<file path="src/rtl/pe_psum_pkg.sv">
// Shared types and constants for the PE psum accumulation path.
package pe_psum_pkg;

    localparam int PSUM_W = 21;
    localparam logic signed [PSUM_W-1:0] PSUM_MAX = {1'b0, {(PSUM_W-1){1'b1}}};
    localparam logic signed [PSUM_W-1:0] PSUM_MIN = {1'b1, {(PSUM_W-1){1'b0}}};

    typedef enum logic [1:0] {
        IDLE  = 2'd0,
        INIT  = 2'd1,
        ACCUM = 2'd2,
        DRAIN = 2'd3
    } state_t;

endpackage

</file>
<file path="src/rtl/pe_psum_accumulator_if.sv">
// Config, psum-in, MAC-in and psum-out handshake bundle of the psum accumulator.
interface pe_psum_accumulator_if #(
    parameter int PSUM_W     = 21,
    parameter int PSUM_DEPTH = 16,
    parameter int ROUND_W    = 8
);
    localparam int IDX_W = $clog2(PSUM_DEPTH);

    logic                     cfg_valid;
    logic                     cfg_ready;
    logic [IDX_W-1:0]         cfg_num_psum_m1;
    logic [ROUND_W-1:0]       cfg_num_round;
    logic                     cfg_load_psum;
    logic                     psum_in_valid;
    logic                     psum_in_ready;
    logic signed [PSUM_W-1:0] psum_in_data;
    logic                     mac_in_valid;
    logic                     mac_in_ready;
    logic signed [PSUM_W-1:0] mac_in_data;
    logic                     psum_out_valid;
    logic                     psum_out_ready;
    logic signed [PSUM_W-1:0] psum_out_data;
    logic                     done;

    modport slave (
        input  cfg_valid, cfg_num_psum_m1, cfg_num_round, cfg_load_psum,
        input  psum_in_valid, psum_in_data, mac_in_valid, mac_in_data, psum_out_ready,
        output cfg_ready, psum_in_ready, mac_in_ready, psum_out_valid, psum_out_data, done
    );

    modport master (
        output cfg_valid, cfg_num_psum_m1, cfg_num_round, cfg_load_psum,
        output psum_in_valid, psum_in_data, mac_in_valid, mac_in_data, psum_out_ready,
        input  cfg_ready, psum_in_ready, mac_in_ready, psum_out_valid, psum_out_data, done
    );

endinterface

</file>
<file path="src/rtl/psum_sat_add.sv">
// Combinational signed saturating adder at PSUM_W bits.
module psum_sat_add #(
    parameter int PSUM_W = 21
) (
    input  logic signed [PSUM_W-1:0] a,
    input  logic signed [PSUM_W-1:0] b,
    output logic signed [PSUM_W-1:0] sum
);
    localparam logic [PSUM_W-1:0] SAT_MAX = {1'b0, {(PSUM_W-1){1'b1}}};
    localparam logic [PSUM_W-1:0] SAT_MIN = {1'b1, {(PSUM_W-1){1'b0}}};

    logic [PSUM_W:0] wide;

    assign wide = {a[PSUM_W-1], a} + {b[PSUM_W-1], b};

    // Overflow when the extra sign bit disagrees with the result's sign bit.
    always_comb begin
        if (wide[PSUM_W] != wide[PSUM_W-1]) begin
            sum = wide[PSUM_W] ? SAT_MIN : SAT_MAX;
        end else begin
            sum = wide[PSUM_W-1:0];
        end
    end

endmodule

</file>
<file path="src/rtl/pe_psum_accumulator.sv">
// Loads or zero-fills a psum scratchpad, accumulates MAC results over rounds, then drains it.
module pe_psum_accumulator #(
    parameter int PSUM_W     = 21,
    parameter int PSUM_DEPTH = 16,
    parameter int ROUND_W    = 8
) (
    input  logic                   clk,
    input  logic                   rst_n,
    pe_psum_accumulator_if.slave   bus
);
    import pe_psum_pkg::*;

    localparam int IDX_W = $clog2(PSUM_DEPTH);

    state_t                   state_q, state_d;
    logic [IDX_W-1:0]         idx_q, idx_d, num_m1_q;
    logic [ROUND_W-1:0]       round_q, round_d, num_round_q;
    logic                     load_q;
    logic                     done_q, done_d;
    logic signed [PSUM_W-1:0] spad [PSUM_DEPTH];
    logic                     wr_en;
    logic signed [PSUM_W-1:0] wr_data, rd_data, acc_sum;
    logic                     idx_last, round_last;

    assign rd_data    = spad[idx_q];
    assign idx_last   = (idx_q == num_m1_q);
    assign round_last = (round_q == num_round_q - ROUND_W'(1));

    psum_sat_add #(.PSUM_W(PSUM_W)) u_sat_add (
        .a   (rd_data),
        .b   (bus.mac_in_data),
        .sum (acc_sum)
    );

    assign bus.cfg_ready      = (state_q == IDLE);
    assign bus.psum_in_ready  = (state_q == INIT) && load_q;
    assign bus.mac_in_ready   = (state_q == ACCUM);
    assign bus.psum_out_valid = (state_q == DRAIN);
    assign bus.psum_out_data  = rd_data;
    assign bus.done           = done_q;

    always_comb begin
        state_d = state_q;
        idx_d   = idx_q;
        round_d = round_q;
        done_d  = 1'b0;
        wr_en   = 1'b0;
        wr_data = '0;
        case (state_q)
            IDLE: begin
                if (bus.cfg_valid) begin
                    state_d = INIT;
                    idx_d   = '0;
                    round_d = '0;
                end
            end
            INIT: begin
                wr_en   = load_q ? bus.psum_in_valid : 1'b1;
                wr_data = load_q ? bus.psum_in_data : '0;
                if (wr_en) begin
                    if (idx_last) begin
                        idx_d   = '0;
                        state_d = (num_round_q == '0) ? DRAIN : ACCUM;
                    end else begin
                        idx_d = idx_q + IDX_W'(1);
                    end
                end
            end
            ACCUM: begin
                wr_en   = bus.mac_in_valid;
                wr_data = acc_sum;
                if (wr_en) begin
                    if (idx_last) begin
                        idx_d = '0;
                        if (round_last) begin
                            round_d = '0;
                            state_d = DRAIN;
                        end else begin
                            round_d = round_q + ROUND_W'(1);
                        end
                    end else begin
                        idx_d = idx_q + IDX_W'(1);
                    end
                end
            end
            DRAIN: begin
                if (bus.psum_out_ready) begin
                    if (idx_last) begin
                        idx_d   = '0;
                        state_d = IDLE;
                        done_d  = 1'b1;
                    end else begin
                        idx_d = idx_q + IDX_W'(1);
                    end
                end
            end
            default: state_d = IDLE;
        endcase
    end

    always_ff @(posedge clk or negedge rst_n) begin
        if (!rst_n) begin
            state_q     <= IDLE;
            idx_q       <= '0;
            round_q     <= '0;
            num_m1_q    <= '0;
            num_round_q <= '0;
            load_q      <= 1'b0;
            done_q      <= 1'b0;
        end else begin
            state_q <= state_d;
            idx_q   <= idx_d;
            round_q <= round_d;
            done_q  <= done_d;
            if (state_q == IDLE && bus.cfg_valid) begin
                num_m1_q    <= bus.cfg_num_psum_m1;
                num_round_q <= bus.cfg_num_round;
                load_q      <= bus.cfg_load_psum;
            end
        end
    end

    always_ff @(posedge clk or negedge rst_n) begin
        if (!rst_n) begin
            for (int unsigned i = 0; i < PSUM_DEPTH; i++) begin
                spad[i] <= '0;
            end
        end else if (wr_en) begin
            spad[idx_q] <= wr_data;
        end
    end

endmodule
</file>
<file path="src/flat_wrapper.sv">
// flat-port wrapper written by rule: the top's interface ports become plain ports
module pe_psum_accumulator_flat import pe_psum_pkg::*;
#(
    parameter int PSUM_W     = 21,
    parameter int PSUM_DEPTH = 16,
    parameter int ROUND_W    = 8
)
  (clk, rst_n, bus_cfg_valid, bus_cfg_num_psum_m1, bus_cfg_num_round, bus_cfg_load_psum, bus_psum_in_valid, bus_psum_in_data, bus_mac_in_valid, bus_mac_in_data, bus_psum_out_ready, bus_cfg_ready, bus_psum_in_ready, bus_mac_in_ready, bus_psum_out_valid, bus_psum_out_data, bus_done);
  pe_psum_accumulator_if #(.PSUM_W(PSUM_W), .PSUM_DEPTH(PSUM_DEPTH), .ROUND_W(ROUND_W)) bus_i ();
  input  logic clk;
  input  logic rst_n;
  input wire logic [$bits(bus_i.cfg_valid)-1:0] bus_cfg_valid;
  input wire logic [$bits(bus_i.cfg_num_psum_m1)-1:0] bus_cfg_num_psum_m1;
  input wire logic [$bits(bus_i.cfg_num_round)-1:0] bus_cfg_num_round;
  input wire logic [$bits(bus_i.cfg_load_psum)-1:0] bus_cfg_load_psum;
  input wire logic [$bits(bus_i.psum_in_valid)-1:0] bus_psum_in_valid;
  input wire logic [$bits(bus_i.psum_in_data)-1:0] bus_psum_in_data;
  input wire logic [$bits(bus_i.mac_in_valid)-1:0] bus_mac_in_valid;
  input wire logic [$bits(bus_i.mac_in_data)-1:0] bus_mac_in_data;
  input wire logic [$bits(bus_i.psum_out_ready)-1:0] bus_psum_out_ready;
  output wire logic [$bits(bus_i.cfg_ready)-1:0] bus_cfg_ready;
  output wire logic [$bits(bus_i.psum_in_ready)-1:0] bus_psum_in_ready;
  output wire logic [$bits(bus_i.mac_in_ready)-1:0] bus_mac_in_ready;
  output wire logic [$bits(bus_i.psum_out_valid)-1:0] bus_psum_out_valid;
  output wire logic [$bits(bus_i.psum_out_data)-1:0] bus_psum_out_data;
  output wire logic [$bits(bus_i.done)-1:0] bus_done;
  assign bus_i.cfg_valid = bus_cfg_valid;
  assign bus_i.cfg_num_psum_m1 = bus_cfg_num_psum_m1;
  assign bus_i.cfg_num_round = bus_cfg_num_round;
  assign bus_i.cfg_load_psum = bus_cfg_load_psum;
  assign bus_i.psum_in_valid = bus_psum_in_valid;
  assign bus_i.psum_in_data = bus_psum_in_data;
  assign bus_i.mac_in_valid = bus_mac_in_valid;
  assign bus_i.mac_in_data = bus_mac_in_data;
  assign bus_i.psum_out_ready = bus_psum_out_ready;
  assign bus_cfg_ready = bus_i.cfg_ready;
  assign bus_psum_in_ready = bus_i.psum_in_ready;
  assign bus_mac_in_ready = bus_i.mac_in_ready;
  assign bus_psum_out_valid = bus_i.psum_out_valid;
  assign bus_psum_out_data = bus_i.psum_out_data;
  assign bus_done = bus_i.done;
  pe_psum_accumulator #(.PSUM_W(PSUM_W), .PSUM_DEPTH(PSUM_DEPTH), .ROUND_W(ROUND_W)) u_core (.clk(clk), .rst_n(rst_n), .bus(bus_i));
endmodule
</file>
<file path="config.mk">
export PLATFORM = sky130hd
export DESIGN_NAME = pe_psum_accumulator_flat
export DESIGN_NICKNAME = d
export VERILOG_FILES = /design/src/rtl/pe_psum_pkg.sv /design/src/rtl/pe_psum_accumulator_if.sv /design/src/rtl/psum_sat_add.sv /design/src/rtl/pe_psum_accumulator.sv /design/src/flat_wrapper.sv
export SDC_FILE = /design/constraint.sdc
export NUM_CORES = 1
export LEC_CHECK = 0
export ABC_CLOCK_PERIOD_IN_PS = 7350
export BUFFER_PORTS_ARGS = -buffer_cell sky130_fd_sc_hd__buf_2
export CORE_ASPECT_RATIO = 0.8
export CORE_MARGIN = 5
export CORE_UTILIZATION = 57
export CTS_CLUSTER_SIZE = 16
export DETAILED_ROUTE_END_ITERATION = 16
export PLACE_DENSITY = 0.79
export SLEW_MARGIN = 0
export SYNTH_ARGS = -nofsm -noshare
export SYNTH_HDL_FRONTEND = slang
export SYNTH_SLANG_ARGS = --single-unit
</file>
<file path="constraint.sdc">
create_clock -name clk -period 7.35 [get_ports clk]
set_input_delay 1.47 -clock clk [delete_from_list [all_inputs] [get_ports clk]]
set_output_delay 1.47 -clock clk [all_outputs]
set_load 0.02 [all_outputs]
</file>
Yosys cells after proc, flatten, opt, wreduce, memory -nomap -nowiden
Index checks and enable logic that the tools add are counted.
{"block": "word_totals", "latchBits": 0, "regBits": 364, "ram_bits": 0, "out_inout_bits": 26, "mem_bits_ro": 0, "mem_count": 0, "input_bits": 61, "wordCells": 89}
{"block": "classes", "mux": 36, "n_addsub": 4, "bitwise": 1, "n_eq_ne": 14, "n_mul": 0, "reduce_logical": 9, "n_shift": 0, "div": 0, "n_lt_le_gt_ge": 2}
{"op": "336-bit bitwise mux", "n": 1}
{"op": "21-bit two-way mux", "n": 6}
{"op": "21-bit binary-select mux with 4-bit select", "n": 1}
{"op": "21-bit demux with 4-bit select", "n": 1}
{"op": "21-bit one-hot mux with 2 select lines", "n": 1}
{"op": "8-bit two-way mux", "n": 4}
{"op": "21-bit by 21-bit adder with 22-bit output", "n": 1}
{"op": "4-bit two-way mux", "n": 5}
{"op": "2-bit two-way mux", "n": 8}
{"op": "4-bit one-hot mux with 4 select lines", "n": 1}
{"op": "8-bit one-hot mux with 2 select lines", "n": 1}
{"op": "8-bit by 1-bit adder with 8-bit output (second input constant)", "n": 1}
{"op": "8-bit equality test", "n": 1}
{"op": "8-bit logical NOT", "n": 1}
{"op": "2-bit by 1-bit inequality test with 1-bit output (second input constant)", "n": 4}
{"op": "2-bit inequality test (second input constant)", "n": 4}
{"op": "2-bit one-hot mux with 4 select lines", "n": 1}
{"op": "4-bit AND reduction", "n": 2}
{"op": "8-bit AND reduction", "n": 1}
{"op": "8-bit by 1-bit subtractor with 8-bit output (second input constant)", "n": 1}
{"op": "5-bit greater-or-equal comparator (second input constant)", "n": 1}
{"op": "5-bit by 1-bit < comparator with 1-bit output (second input constant)", "n": 1}
{"op": "1-bit two-way mux", "n": 5}
{"op": "4-bit inverter with 5-bit output", "n": 1}
{"op": "other kinds (9)", "n": 12}

Longest topological paths before layout
Gate-level depths: netlist of the first run.
{"block": "depth", "word_depth": 9, "depth_mapped": 19, "ltp_nobuf": 14}

Cells and area by module
A second synthesis of the first run with hierarchy kept.
{"block": "unflattened", "hier_cells": 1659, "area_unflattened_um2": 17648.2}
{"mod": "pe_psum_accumulator", "cells_each": 1469, "n_inst": 1, "area_per_inst_um2": 16303.1, "seq_area_each_um2": 9108.7}
{"mod": "psum_sat_add", "cells_each": 190, "n_inst": 1, "area_per_inst_um2": 1345.0, "seq_area_each_um2": 0.0}

Worst setup path before layout of the first run
OpenSTA, ideal clock, no wires.
{"block": "synth_path", "path_kind": "register -> register", "startpoint": "reg u_core.idx_q[0]", "endpoint": "reg u_core.spad[102] (netlist bit)", "slack_ns": 2.031, "t_arrival_ns": 5.194, "path_buffers": 5, "synth_period_minus_slack_ns": 5.319, "setup_ns": 0.125, "stages_incl_launch_ff": 18, "path_cell_list": "dfrtp_1 -> clkbuf_1 -> buf_1 -> buf_1 -> mux4_2 -> mux4_2 -> ha_1 -> a211o_1 -> o21ai_2 -> a21boi_2 -> nor3_2 -> o31ai_4 -> xnor2_4 -> buf_2 -> o21ai_0 -> a32o_1 -> buf_2 -> mux2_2"}
{"block": "synth_via", "elab_chain_cells": 9}
{"element": "start, declared", "line": "pe_psum_accumulator.sv:16", "source": "logic [IDX_W-1:0] idx_q, idx_d, num_m1_q;"}
{"element": "start signal, assigned", "line": "pe_psum_accumulator.sv:112", "source": "idx_q <= idx_d;"}
{"element": "4-bit inverter with 5-bit output (implied by the code) *", "line": "pe_psum_accumulator.sv:25", "source": "assign rd_data = spad[idx_q];"}
{"element": "21-bit binary-select mux with 4-bit select *", "line": "pe_psum_accumulator.sv:25"}
{"element": "21-bit two-way mux (implied by the code) * (2 in series)", "line": "pe_psum_accumulator.sv:25"}
{"element": "named net bus_psum_out_data[4]", "line": "flat_wrapper.sv:25", "source": "output wire logic [$bits(bus_i.psum_out_data)-1:0] bus_psum_out_data;"}
{"element": "21-bit by 21-bit adder with 22-bit output *", "line": "psum_sat_add.sv:14", "source": "assign wide = {a[PSUM_W-1], a} + {b[PSUM_W-1], b};"}
{"element": "21-bit two-way mux / 1-bit inequality test (equally long branches)", "line": "psum_sat_add.sv:19, psum_sat_add.sv:18"}
{"element": "21-bit two-way mux *", "line": "psum_sat_add.sv:18", "source": "if (wide[PSUM_W] != wide[PSUM_W-1]) begin"}
{"element": "21-bit one-hot mux with 2 select lines *", "line": "pe_psum_accumulator.sv:49", "source": "case (state_q)"}
{"element": "336-bit bitwise mux *", "line": "pe_psum_accumulator.sv:129", "source": "spad[idx_q] <= wr_data;"}
{"element": "end signal, assigned by index", "line": "pe_psum_accumulator.sv:129"}
{"element": "end, declared", "line": "pe_psum_accumulator.sv:20", "source": "logic signed [PSUM_W-1:0] spad [PSUM_DEPTH];"}
Mark *: on every way through the listed nets, which the timed path passes. The rest lies on a longest branch. The select of a mux whose other input is x is not followed.
A chain may end at the register's enable or synchronous reset.

Final worst setup path of the first run
{"block": "layout_path", "startpoint": "reg u_core.idx_q[0]", "endpoint": "reg u_core.spad[210] (netlist bit)"}
{"block": "layout_via", "elab_chain_cells": 9}
{"element": "4-bit inverter with 5-bit output (implied by the code) *", "line": "pe_psum_accumulator.sv:25, pe_psum_accumulator.sv:129"}
{"element": "21-bit binary-select mux with 4-bit select", "line": "pe_psum_accumulator.sv:25"}
{"element": "21-bit two-way mux (implied by the code) (2 in series)", "line": "pe_psum_accumulator.sv:25"}
{"element": "21-bit by 21-bit adder with 22-bit output", "line": "psum_sat_add.sv:14"}
{"element": "21-bit two-way mux / 1-bit inequality test (equally long branches)", "line": "psum_sat_add.sv:19, psum_sat_add.sv:18"}
{"element": "21-bit two-way mux", "line": "psum_sat_add.sv:18"}
{"element": "21-bit one-hot mux with 2 select lines", "line": "pe_psum_accumulator.sv:49"}
{"element": "336-bit bitwise mux *", "line": "pe_psum_accumulator.sv:129"}
Every way passes the cells marked *; elsewhere a longest branch is shown, timed or not. The select of a mux whose other input is x is not followed.

==> results of run 1 <==
[power breakdown]
group | internal (mW) | switching [mW]
clock | 1.19 | 0.782
combinational | 1.12 | 1.73
sequential | 2.42 | 0.389
[cells in the mapped netlist, types with 13 or more instances]
master      n
a21oi_1    36
buf_1      13
clkbuf_1   81
dfrtp_1   364
ha_1       32
inv_1      23
mux2_2     79
mux4_2    105
nand2_1   304
nand3_1    16
nor2_1     55
o21ai_0   276
xnor2_1    20
xor2_1     18
[placed cells by master, fill, tap and decap left out, types with 5 or more instances in the layout]
cell / count
clkinv_2: 6
o21ai_2: 11
a21oi_1: 36
clkbuf_16: 39
nor2_1: 55
nor2b_1: 6
buf_2: 85
nand2b_1: 6
nand3_1: 15
a21o_1: 6
mux4_2: 105
and3_1: 5
mux2_2: 79
nand2_1: 304
clkbuf_8: 11
xor2_1: 18
inv_1: 23
buf_4: 22
and2_1: 8
dfrtp_1: 361
a22oi_2: 11
nor3_1: 11
o21ai_0: 276
xnor2_1: 20
ha_1: 32
nand4_1: 7
[through the flow]
| stage | hold slack [ns] | utilization | instances |
|---|---|---|---|
| after CTS | 0.4778 | 0.6471 | 2041 |
| final | 0.4753 | 0.6471 | 2041 |
| after global placement | 0.4561 | 0.6046 | 1974 |
| after global routing | 0.4948 | 0.6471 | 2041 |
| after detailed placement | 0.4647 | 0.6046 | 1974 |
| after floorplan | 0.4446 | - | 1556 |
[critical path: stages, from the launching register on]
cell and delay [ns]:
dfrtp_4 0.91, buf_12 0.40, mux4_2 0.56, mux4_2 0.53, ha_1 0.41, a21oi_1 0.34, o21ai_0 0.21, a311oi_2 0.37
o31ai_4 0.17, xnor2_4 0.43, nand2_4 0.12, a32oi_1 1.15, o21ai_0 0.30
[layout make-up]
cell class                      instances  area share
Clock buffer                           54     0.05797
Clock inverter                         13    0.007746
Inverter                               23    0.004381
Multi-Input combinational cell       1063      0.4072
Sequential cell                       364      0.4627
Tap cell                              413     0.02622
Timing Repair Buffer                  111     0.03378
[worst max-delay path by stage]
stage	start	to	slack [ns]	cells after the start
2_1_floorplan	u_core.idx_q[0]$_DFFE_PN0P_	u_core.spad[102]$_DFFE_PN0P_	2.03	17
3_3_place_gp	u_core.idx_q[0]$_DFFE_PN0P_	u_core.spad[119]$_DFFE_PN0P_	1.44	12
3_5_place_dp	u_core.idx_q[0]$_DFFE_PN0P_	u_core.spad[56]$_DFFE_PN0P_	1.29	12
4_1_cts	u_core.idx_q[0]$_DFFE_PN0P_	u_core.spad[210]$_DFFE_PN0P_	1.26	12
5_1_grt	u_core.idx_q[0]$_DFFE_PN0P_	u_core.spad[308]$_DFFE_PN0P_	0.76	13
6_report	u_core.idx_q[0]$_DFFE_PN0P_	u_core.spad[210]$_DFFE_PN0P_	1.20	12
[cells by family after synthesis]
kind of cell / share of synthesized area
AOI/OAI and AO/OA: 0.1245
xor gates and xnor gates: 0.02043
adders and majority gates: 0.02610
buffers and inverters: 0.02894
DFF: 0.5164
muxes: 0.1851
and+or+nand+nor: 0.09860
[metal layers]
layer	routed length (microns)	track usage
met1	18570	0.3800
met2	21360	0.4115
met3	5076	0.08063
met4	1374	0.08560
met5	0	0
[registers in the layout, summed over array words and instances (netlist names)]
name and cells:
u_core.spad 336, u_core.num_round_q 8, u_core.round_q 8, u_core.idx_q 4, u_core.num_m1_q 4, u_core.state_q 2, u_core.bus.done 1, u_core.load_q 1
==> results.md, run 1 <==
- Router iterations before antenna repair: 5
- Die area: 34590 sq um
- Ports: 87
- Grt total ovfl: 0
- Placer congestion estimate: 0.9378
- Starting Density: 0.5792
- FILL cells: 2196
- Gate Count Post-Synth: 1556
- Leak pwr: 8.789 nW
- R2R cell count: 12
- Dominant synthesized flop cell: dfrtp_1
- Max_cap viols: 0
- Min-Delay Endpoint: u_core.spad[3]$_DFFE_PN0P_
- Vias in the first global route: 13030
- F_max: 162.6 MHz
- Worst Path Required: 7.67 ns
- Seq/Total Area, Yosys: 0.5164
- Antenna-violating nets left: 0
- Antenna violations before repair: 0
- Critical R2R Capture: u_core.spad[210]$_DFFE_PN0P_
- Data arrival time of the critical path: 6.47 ns
- CP Launch Type: register
- Power, Total: 7.628 mW
- Yosys top cell area share: 0.5164
- DR vias/cell: 6.337
- Multi-input logic area: 8025 sq um
- CTS Hold Bufs: 0
- IR drop worst, VDD: 188.8 uV
- Relative slew slack: 0.05760
- Clock root buffer master: clkbuf_16
- Clock slew at reported path FFs: 0.06 ns
- Net Count, Synth: 1650
- Nets: 1695
- RR Startpoint: u_core.idx_q[0]$_DFFE_PN0P_
- Number of enable flip-flop cells after synthesis: 0
- Antenna Cells: 0
- YS warnings: 0
- Ranking of synthesized cells by area: dfrtp_1, mux4_2, o21ai_0
- Iteration-0 DRC Markers: 1366
- Outcome: finished clean
- H-tree levels: 2
- IO buf count: 86
- Placeable Area: 30450 sq um
- Setup Total Neg Slack: 0 ns
- Gr usage total: 0.2705
- CP endpoint kind: register
- First-pass GRT wire length: 73120 microns
- RSZ-0062 raised after global routing: false
- FF+latch area: 9117 sq um
- Area delta synth->final: 11.72%
- Fin crit share: 0.8365
- Share of layout cells above drive strength 1: 0.2420
- Hpwl dp: 29290 microns
- Bufs on Longest Clock Path: 3
- DR vias: 12930
- Synth Cell Area: 17640 sq um
- Maximum number of pins on one net before global-route repair: 170
- Post-CTS Setup Inserts: 0
- Critical hold path startpoint: u_core.spad[3]$_DFFE_PN0P_
- Mean Syn Cell Area: 11.34 sq um
- Worst-skew pair later-pin latency: 0.52 ns
- P per Cell Area: 387.1 nW/um^2
- Hold Crit Class: reg -> reg
- DP Worst Slack: 1.289 ns
- Ys async rst share: 1.000
- Slack of the worst reg-to-reg path: 1.20 ns
- WL per Instance: 22.73 microns
- Min Clock Period, post-route: 6.148 ns
- TritonCTS clock tree: yes
- Area post-placement: 18410 sq um
- WL final: 46390 microns
- Design area: 19710 sq um
- Post_cts resized: 0
- Tightest Pin Transition: 1.414 ns
- Hold depth: 2
- Cts bufs inserted: 38
- Die height: 167.3 microns
- Clk_skew: 0.01226 ns
- CP Max Fanout: 42
- Remaining DRCs: 0
- Yosys top cell by area: dfrtp_1
- Critical path type: reg -> reg
- Yosys cell types: 61
- FP Rows: 57
- Die W: 206.7 microns
- Yosys reg bits: 364
- Final setup viols: 0
- Hold Violations, Final: 0
- Max Slew Vio Count: 0
- Worst setup margin: 1.202 ns
- CTS Sinks: 364
No activity file was read; power rests on OpenSTA's default activity.
==> run 2: changes to the inputs <==
--- a/config.mk
+++ b/config.mk
@@ -5,7 +5,8 @@
 export SDC_FILE = /design/constraint.sdc
 export NUM_CORES = 1
 export LEC_CHECK = 0
-export ABC_CLOCK_PERIOD_IN_PS = 7350
+export ABC_AREA = 1
+export ABC_CLOCK_PERIOD_IN_PS = 5800
 export BUFFER_PORTS_ARGS = -buffer_cell sky130_fd_sc_hd__buf_2
 export CORE_ASPECT_RATIO = 0.8
 export CORE_MARGIN = 5
==> constraint.sdc (replaced) <==
create_clock -name clk -period 5.8 [get_ports clk]
set_input_delay 1.16 -clock clk [delete_from_list [all_inputs] [get_ports clk]]
set_output_delay 1.16 -clock clk [all_outputs]
set_load 0.02 [all_outputs]
==> run 2 against run 1 <==
  * First-iteration DRC count is 100% higher
  * Critical path depth rose by 9
  * Register-to-register slack worse by 0.24 ns
  * Largest cell class is now multi-input combinational cells
==> results.md, run 2 <==
- Buffers and inverters on the worst path: 2
- Power, Total: 12.39 mW
- TritonCTS clock tree: yes
- Maximum number of pins on one net before global-route repair: 173
- Delay-heaviest family, CP: simple AND/OR/NAND/NOR gates
- Gr usage total: 0.3266
- Most common cell after layout, fill and taps aside: nand2_1
- Critical path type: reg -> reg
- Placeable Area: 34650 sq um
- H-tree levels: 2
- Design area: 21600 sq um
- Most frequent cells after synthesis: nand2_1, dfrtp_1, nand3_1
- Placed insts: 3043
- Max Slew Vio Count: 0
- Tightest Pin Transition: 1.198 ns
- Grt total ovfl: 0
- Yosys cell types: 36
- Post-route insts no fill: 3109
- YS warnings: 0
- Vias in the first global route: 18070
- Yosys reg bits: 364
- Setup Total Neg Slack: 0 ns
- Leak pwr: 11.33 nW
- Max reg flops: 336
- Worst setup margin: 0.9646 ns
- Synth Cell Area: 19970 sq um
- Biggest register: u_core.spad
- Starting Density: 0.5764
- CTS Sinks: 364
- Die W: 219.3 microns
- Final hold slack: 0.4762 ns
- FP Rows: 61
- Clk_skew: 0.03067 ns
- Clock root buffer master: clkbuf_16
- Core Util, Final: 0.6235
- Hpwl dp: 38980 microns
- Max_cap viols: 0
- Die area: 38910 sq um
- Relative slew slack: 0.2011
- Antenna violations before repair: 0
- FILL cells: 3048
- Yosys top cell by area: dfrtp_1
- Outcome: finished clean
- WL final: 64020 microns
- Gate Count Post-Synth: 2642
- Hold Crit Class: reg -> reg
- Area delta synth->final: 8.163%
- IO buf count: 86
- Net Count, Synth: 2736
- Antenna-violating nets left: 0
- Cts bufs inserted: 37
- CTS Hold Bufs: 0
- Die height: 177.4 microns
- Min Clock Period, post-route: 4.835 ns
- Ranking of synthesized cells by area: dfrtp_1, nand2_1, nand3_1
- RSZ-0062 raised after global routing: false
- CP Launch Type: register
- Data arrival time of the critical path: 5.27 ns
- Dominant synthesized flop cell: dfrtp_1
- First-pass GRT wire length: 100300 microns
- Hold Violations, Final: 0
- Worst-skew pair later-pin latency: 0.57 ns
- Slowest stage delay, CP: 0.71 ns
- Iteration-0 DRC Markers: 2770
- WL per Instance: 20.59 microns
- Post_cts resized: 0
- Nets: 2704
- DR vias: 19230
- Router iterations before antenna repair: 7
- Worst path slowest cell: dfrtp_2
- IR drop worst, VDD: 418.4 uV
- Clock slew at reported path FFs: 0.07 ns
- CP Max Fanout: 49
- Yosys top cell area share: 0.4561
- Ys async rst share: 1.000
- P per Cell Area: 573.5 nW/um^2
- Ports: 87
- Area post-placement: 20400 sq um
- F_max: 206.8 MHz
- CP endpoint kind: register
- Post-CTS Setup Inserts: 0
- Number of enable flip-flop cells after synthesis: 0
- Share of layout cells above drive strength 1: 0.1093
- Critical path, cell by cell: buf_4 > o21ai_0 > o22ai_1 > nand2_1 > nand4_1 > ha_1 > a21oi_1 > nand2_1 > nand2_1 > nand2_1 > nand2_1 > nand3_1 > nand2_1 > nand2_1 > nand2_1 > buf_4 > nand3_1 > nand2_2 > nand2_4 > nand3_1 > nand2_1
- DP Worst Slack: 1.206 ns
- Mean Syn Cell Area: 7.560 sq um
- Worst Path Required: 6.23 ns
- Most used cell along the critical path: nand2_1
- Fin crit share: 0.8337
- Most frequent cell after synthesis: nand2_1
- Most frequent cells in the layout: nand2_1, dfrtp_1, nand3_1, nor2_1, o21ai_0
- Registers with the most flip-flops: u_core.spad (336), u_core.num_round_q (8), u_core.round_q (8)
- Remaining DRCs: 0
- Bufs on Longest Clock Path: 3
- Placer congestion estimate: 1.011
- DR vias/cell: 6.187
- Seq/Total Area, Yosys: 0.4561
- Final setup viols: 0
==> run 2: routing by layer <==
layer  vias up  wire [microns]  track usage
met1      9223           25460       0.4646
met3       184            8085      0.08187
met2      1277           27750       0.4796
met5         -               0            0
li1       8550               -            -
met4         0            2731       0.1360
==> run 2: cell type report <==
class | instances | area (sq um) | area share
multi-input cells | 1991 | 9555 | 0.4423
flip-flops and latches | 364 | 9114 | 0.4219
clock buffers | 55 | 1094 | 0.05062
repair buffers | 125 | 795.8 | 0.03684
well taps | 472 | 590.6 | 0.02734
inverters | 91 | 344.1 | 0.01593
clock inverters | 10 | 107.6 | 0.004981
diodes | 1 | 2.502 | 0.0001158
==> run 2: power by group <==
part	leakage (nW)	switching, mW	internal, mW
Sequential	5.02	0.259	2.95
Clock	0.590	1.05	1.36
Combinational	5.72	4.98	1.80
Total	11.3	6.29	6.10
==> run 2: kinds of logic (layout without fill, tap and decap cells) <==
family                     Yosys count  after routing  synth area share
and+or+nand+nor                   1599           1599            0.3528
DFF                                364            364            0.4561
AOI/OAI and AO/OA                  324            324           0.08795
buffers and inverters              287            281           0.06615
adders and majority gates           33             33           0.02105
xor gates and xnor gates            30             30           0.01316
muxes                                5              5          0.002819
other                                0              1                 0
==> run 2: tightest hold or removal path, delay by kind of cell (launching register included) <==
family	cells	cell delay (ns)
AND/OR/NAND/NOR	2	0.10
flip-flops	1	0.34
==> run 2: final timing paths <==
path / start / endpoint / slack, ns / cells past startpoint
worst min-delay path: u_core.spad[105]$_DFFE_PN0P_ / u_core.spad[105]$_DFFE_PN0P_ / 0.48 / 2
max in group asynchronous: rst_n / u_core.spad[200]$_DFFE_PN0P_ / 3.82 / 2
min in group asynchronous: rst_n / u_core.spad[48]$_DFFE_PN0P_ / 0.59 / 1
worst min register to register: u_core.spad[105]$_DFFE_PN0P_ / u_core.spad[105]$_DFFE_PN0P_ / 0.48 / 2
worst max register to register: u_core.idx_q[1]$_DFFE_PN0P_ / u_core.spad[252]$_DFFE_PN0P_ / 0.96 / 21
worst max-delay path: u_core.idx_q[1]$_DFFE_PN0P_ / u_core.spad[252]$_DFFE_PN0P_ / 0.96 / 21
==> run 3: changes to the inputs <==
--- a/config.mk
+++ b/config.mk
@@ -6,14 +6,14 @@
 export NUM_CORES = 1
 export LEC_CHECK = 0
 export ABC_AREA = 1
-export ABC_CLOCK_PERIOD_IN_PS = 5800
+export ABC_CLOCK_PERIOD_IN_PS = 4400
 export BUFFER_PORTS_ARGS = -buffer_cell sky130_fd_sc_hd__buf_2
 export CORE_ASPECT_RATIO = 0.8
 export CORE_MARGIN = 5
-export CORE_UTILIZATION = 57
+export CORE_UTILIZATION = 56
 export CTS_CLUSTER_SIZE = 16
 export DETAILED_ROUTE_END_ITERATION = 16
-export PLACE_DENSITY = 0.79
+export PLACE_DENSITY = 0.8
 export SLEW_MARGIN = 0
 export SYNTH_ARGS = -nofsm -noshare
 export SYNTH_HDL_FRONTEND = slang
==> constraint.sdc (replaced) <==
create_clock -name clk -period 4.4 [get_ports clk]
set_input_delay 0.88 -clock clk [delete_from_list [all_inputs] [get_ports clk]]
set_output_delay 0.88 -clock clk [all_outputs]
set_load 0.02 [all_outputs]
==> run 3 against run 2 <==
  * Power increased by 34%
  * Critical endpoint is now u_core.spad[257]$_DFFE_PN0P_
  * Wire length is 2.5% lower
  * Register-to-register slack worse by 0.74 ns
  * Worst setup slack got worse by 0.74 ns
  * Combinational power up 36%
  * Clock skew decreased by 0.017 ns
  * Via count fell by 0.30%
  * First-iteration DRC count up 6.4%
  * Hold slack lost 0.016 ns
  * Die area grew 1.7%
==> results.md, run 3 (synthesized netlist as in run 2, its figures left out) <==
- Outcome: finished clean
- Critical path, cell by cell: buf_12 > o21ai_0 > o22ai_1 > nand2_1 > nand4_1 > ha_2 > nand2_2 > nor2_2 > nand2_1 > nor2_2 > nand2_1 > nand3_1 > nand2_1 > nand2_1 > nand2_1 > buf_12 > nand3_1 > nand2_2 > nand2_4 > nand3_1 > nand2_1
- CP Launch Type: register
- Antenna Cells: 0
- Relative slew slack: 0.1162
- Hold Violations, Final: 0
- Worst Path Required: 4.86 ns
- Fin crit share: 0.9491
- Max reg flops: 336
- DR vias/cell: 6.144
- Starting Density: 0.5714
- Antenna violations before repair: 0
- Delay-heaviest family, CP: simple AND/OR/NAND/NOR gates
- Clk_skew: 0.01365 ns
- Design area: 21840 sq um
- Most frequent cells in the layout: nand2_1, dfrtp_1, nand3_1, nor2_1, o21ai_0
- TritonCTS clock tree: yes
- Leak pwr: 11.43 nW
- FILL cells: 2999
- Tightest Pin Transition: 1.326 ns
- Core Util, Final: 0.6248
- Max_cap viols: 0
- RSZ-0062 raised after global routing: false
- DR vias: 19180
- IR drop worst, VDD: 605.1 uV
- Min Clock Period, post-route: 4.176 ns
- CTS Sinks: 364
- Worst path slowest cell: dfrtp_4
- Clock root buffer master: clkbuf_16
- RR Startpoint: u_core.idx_q[0]$_DFFE_PN0P_
- Critical path depth in cells: 21
- Area post-placement: 20600 sq um
- Slack of the worst reg-to-reg path: 0.22 ns
- Hpwl dp: 39820 microns
- Max Slew Vio Count: 0
- P per Cell Area: 762.6 nW/um^2
- Maximum number of pins on one net before global-route repair: 225
- Most used cell along the critical path: nand2_1
- Die height: 178.9 microns
- CP Max Fanout: 80
- H-tree levels: 2
- Setup Total Neg Slack: 0 ns
- Buffers and inverters on the worst path: 2
- Clock slew at reported path FFs: 0.06 ns
- Gr usage total: 0.3071
- Grt total ovfl: 0
- Die area: 39570 sq um
- Die W: 221.1 microns
- FP Rows: 61
- Nets: 2719
- Area delta synth->final: 9.353%
- Ports: 87
- Placer congestion estimate: 1.004
- F_max: 239.5 MHz
- Power, Total: 16.66 mW
- Placeable Area: 34960 sq um
- Bufs on Longest Clock Path: 3
- Worst-skew pair later-pin latency: 0.53 ns
- Final setup viols: 0
- Registers with the most flip-flops: u_core.spad (336), u_core.num_round_q (8), u_core.round_q (8)
- Antenna-violating nets left: 0
- WL final: 62410 microns
- Final hold slack: 0.4605 ns
- CP endpoint kind: register
- Critical path type: reg -> reg
- Router iterations before antenna repair: 6
- Busiest layer in global routing: met2
- R2R cell count: 21
- Grt met2 use: 0.4698
- Cts bufs inserted: 37
- Critical R2R Capture: u_core.spad[257]$_DFFE_PN0P_
- Most common cell after layout, fill and taps aside: nand2_1
- Met1 GRT Util: 0.4355
- Hold Crit Class: in -> async
- First-pass GRT wire length: 98410 microns
- Biggest register: u_core.spad
- Share of layout cells above drive strength 1: 0.1163
- Data arrival time of the critical path: 4.63 ns
- GRT met3 Usage: 0.06761
- Vias in the first global route: 18040
- Remaining DRCs: 0
- Iteration-0 DRC Markers: 2947
- IO buf count: 86
- WL per Instance: 20.00 microns
- Slowest stage delay, CP: 0.54 ns
## run 3: changes by cell type in the layout (fill, tap and decap cells not counted), sizes merged
cell,before,now
buf,125,140
clkbuf,55,51
bufinv,1,4
clkinv,7,5
clkinvlp,1,2
diode,1,0
## run 3: repair_timing
item	4_1_cts	5_1_grt
buffers inserted	0	0
hold buffers	0	0
gates resized for setup	0	12
hold endpoints to repair	0	0
setup endpoints to repair	0	320
## run 3: through the flow
step	std cells	worst slack [ns]
after CTS	3121	0.05083
after floorplan	2642	0.4835
after detailed placement	3058	0.1054
final	3121	0.2241
after global placement	3058	0.009349
after global routing	3121	0.02576
## run 3: metal layers
layer  vias to the layer above  part of all wire
met5                         -                 0
met4                         0             0.034
met3                       154              0.12
met2                      1206              0.44
met1                      9253              0.41
li1                       8563                 -
## run 3: power breakdown
part	leakage (nW)	internal (mW)	switching, mW
sequential	5.02	3.88	0.336
clock	0.589	1.89	1.35
combinational	5.82	2.57	6.63
total	11.4	8.34	8.32
## run 3: layout make-up
cell class | count | area [sq um] | area share
Multi-Input combinational cell | 1991 | 9573 | 0.4383
Clock buffer | 51 | 1039 | 0.04755
Clock inverter | 12 | 168.9 | 0.007734
Tap cell | 472 | 590.6 | 0.02704
Inverter | 91 | 349.1 | 0.01598
Timing Repair Buffer | 140 | 1007 | 0.04612
Sequential cell | 364 | 9114 | 0.4173
## run 3: worst max path at each step
stage / from / end / slack (ns)
after floorplan: u_core.idx_q[0]$_DFFE_PN0P_ / u_core.spad[100]$_DFFE_PN0P_ / 0.48
after global placement: u_core.idx_q[1]$_DFFE_PN0P_ / u_core.spad[163]$_DFFE_PN0P_ / 0.009
after detailed placement: u_core.idx_q[1]$_DFFE_PN0P_ / u_core.spad[173]$_DFFE_PN0P_ / 0.11
after CTS: u_core.idx_q[1]$_DFFE_PN0P_ / u_core.spad[257]$_DFFE_PN0P_ / 0.05
after global routing: u_core.idx_q[1]$_DFFE_PN0P_ / u_core.spad[257]$_DFFE_PN0P_ / 0.03
final: u_core.idx_q[0]$_DFFE_PN0P_ / u_core.spad[257]$_DFFE_PN0P_ / 0.22
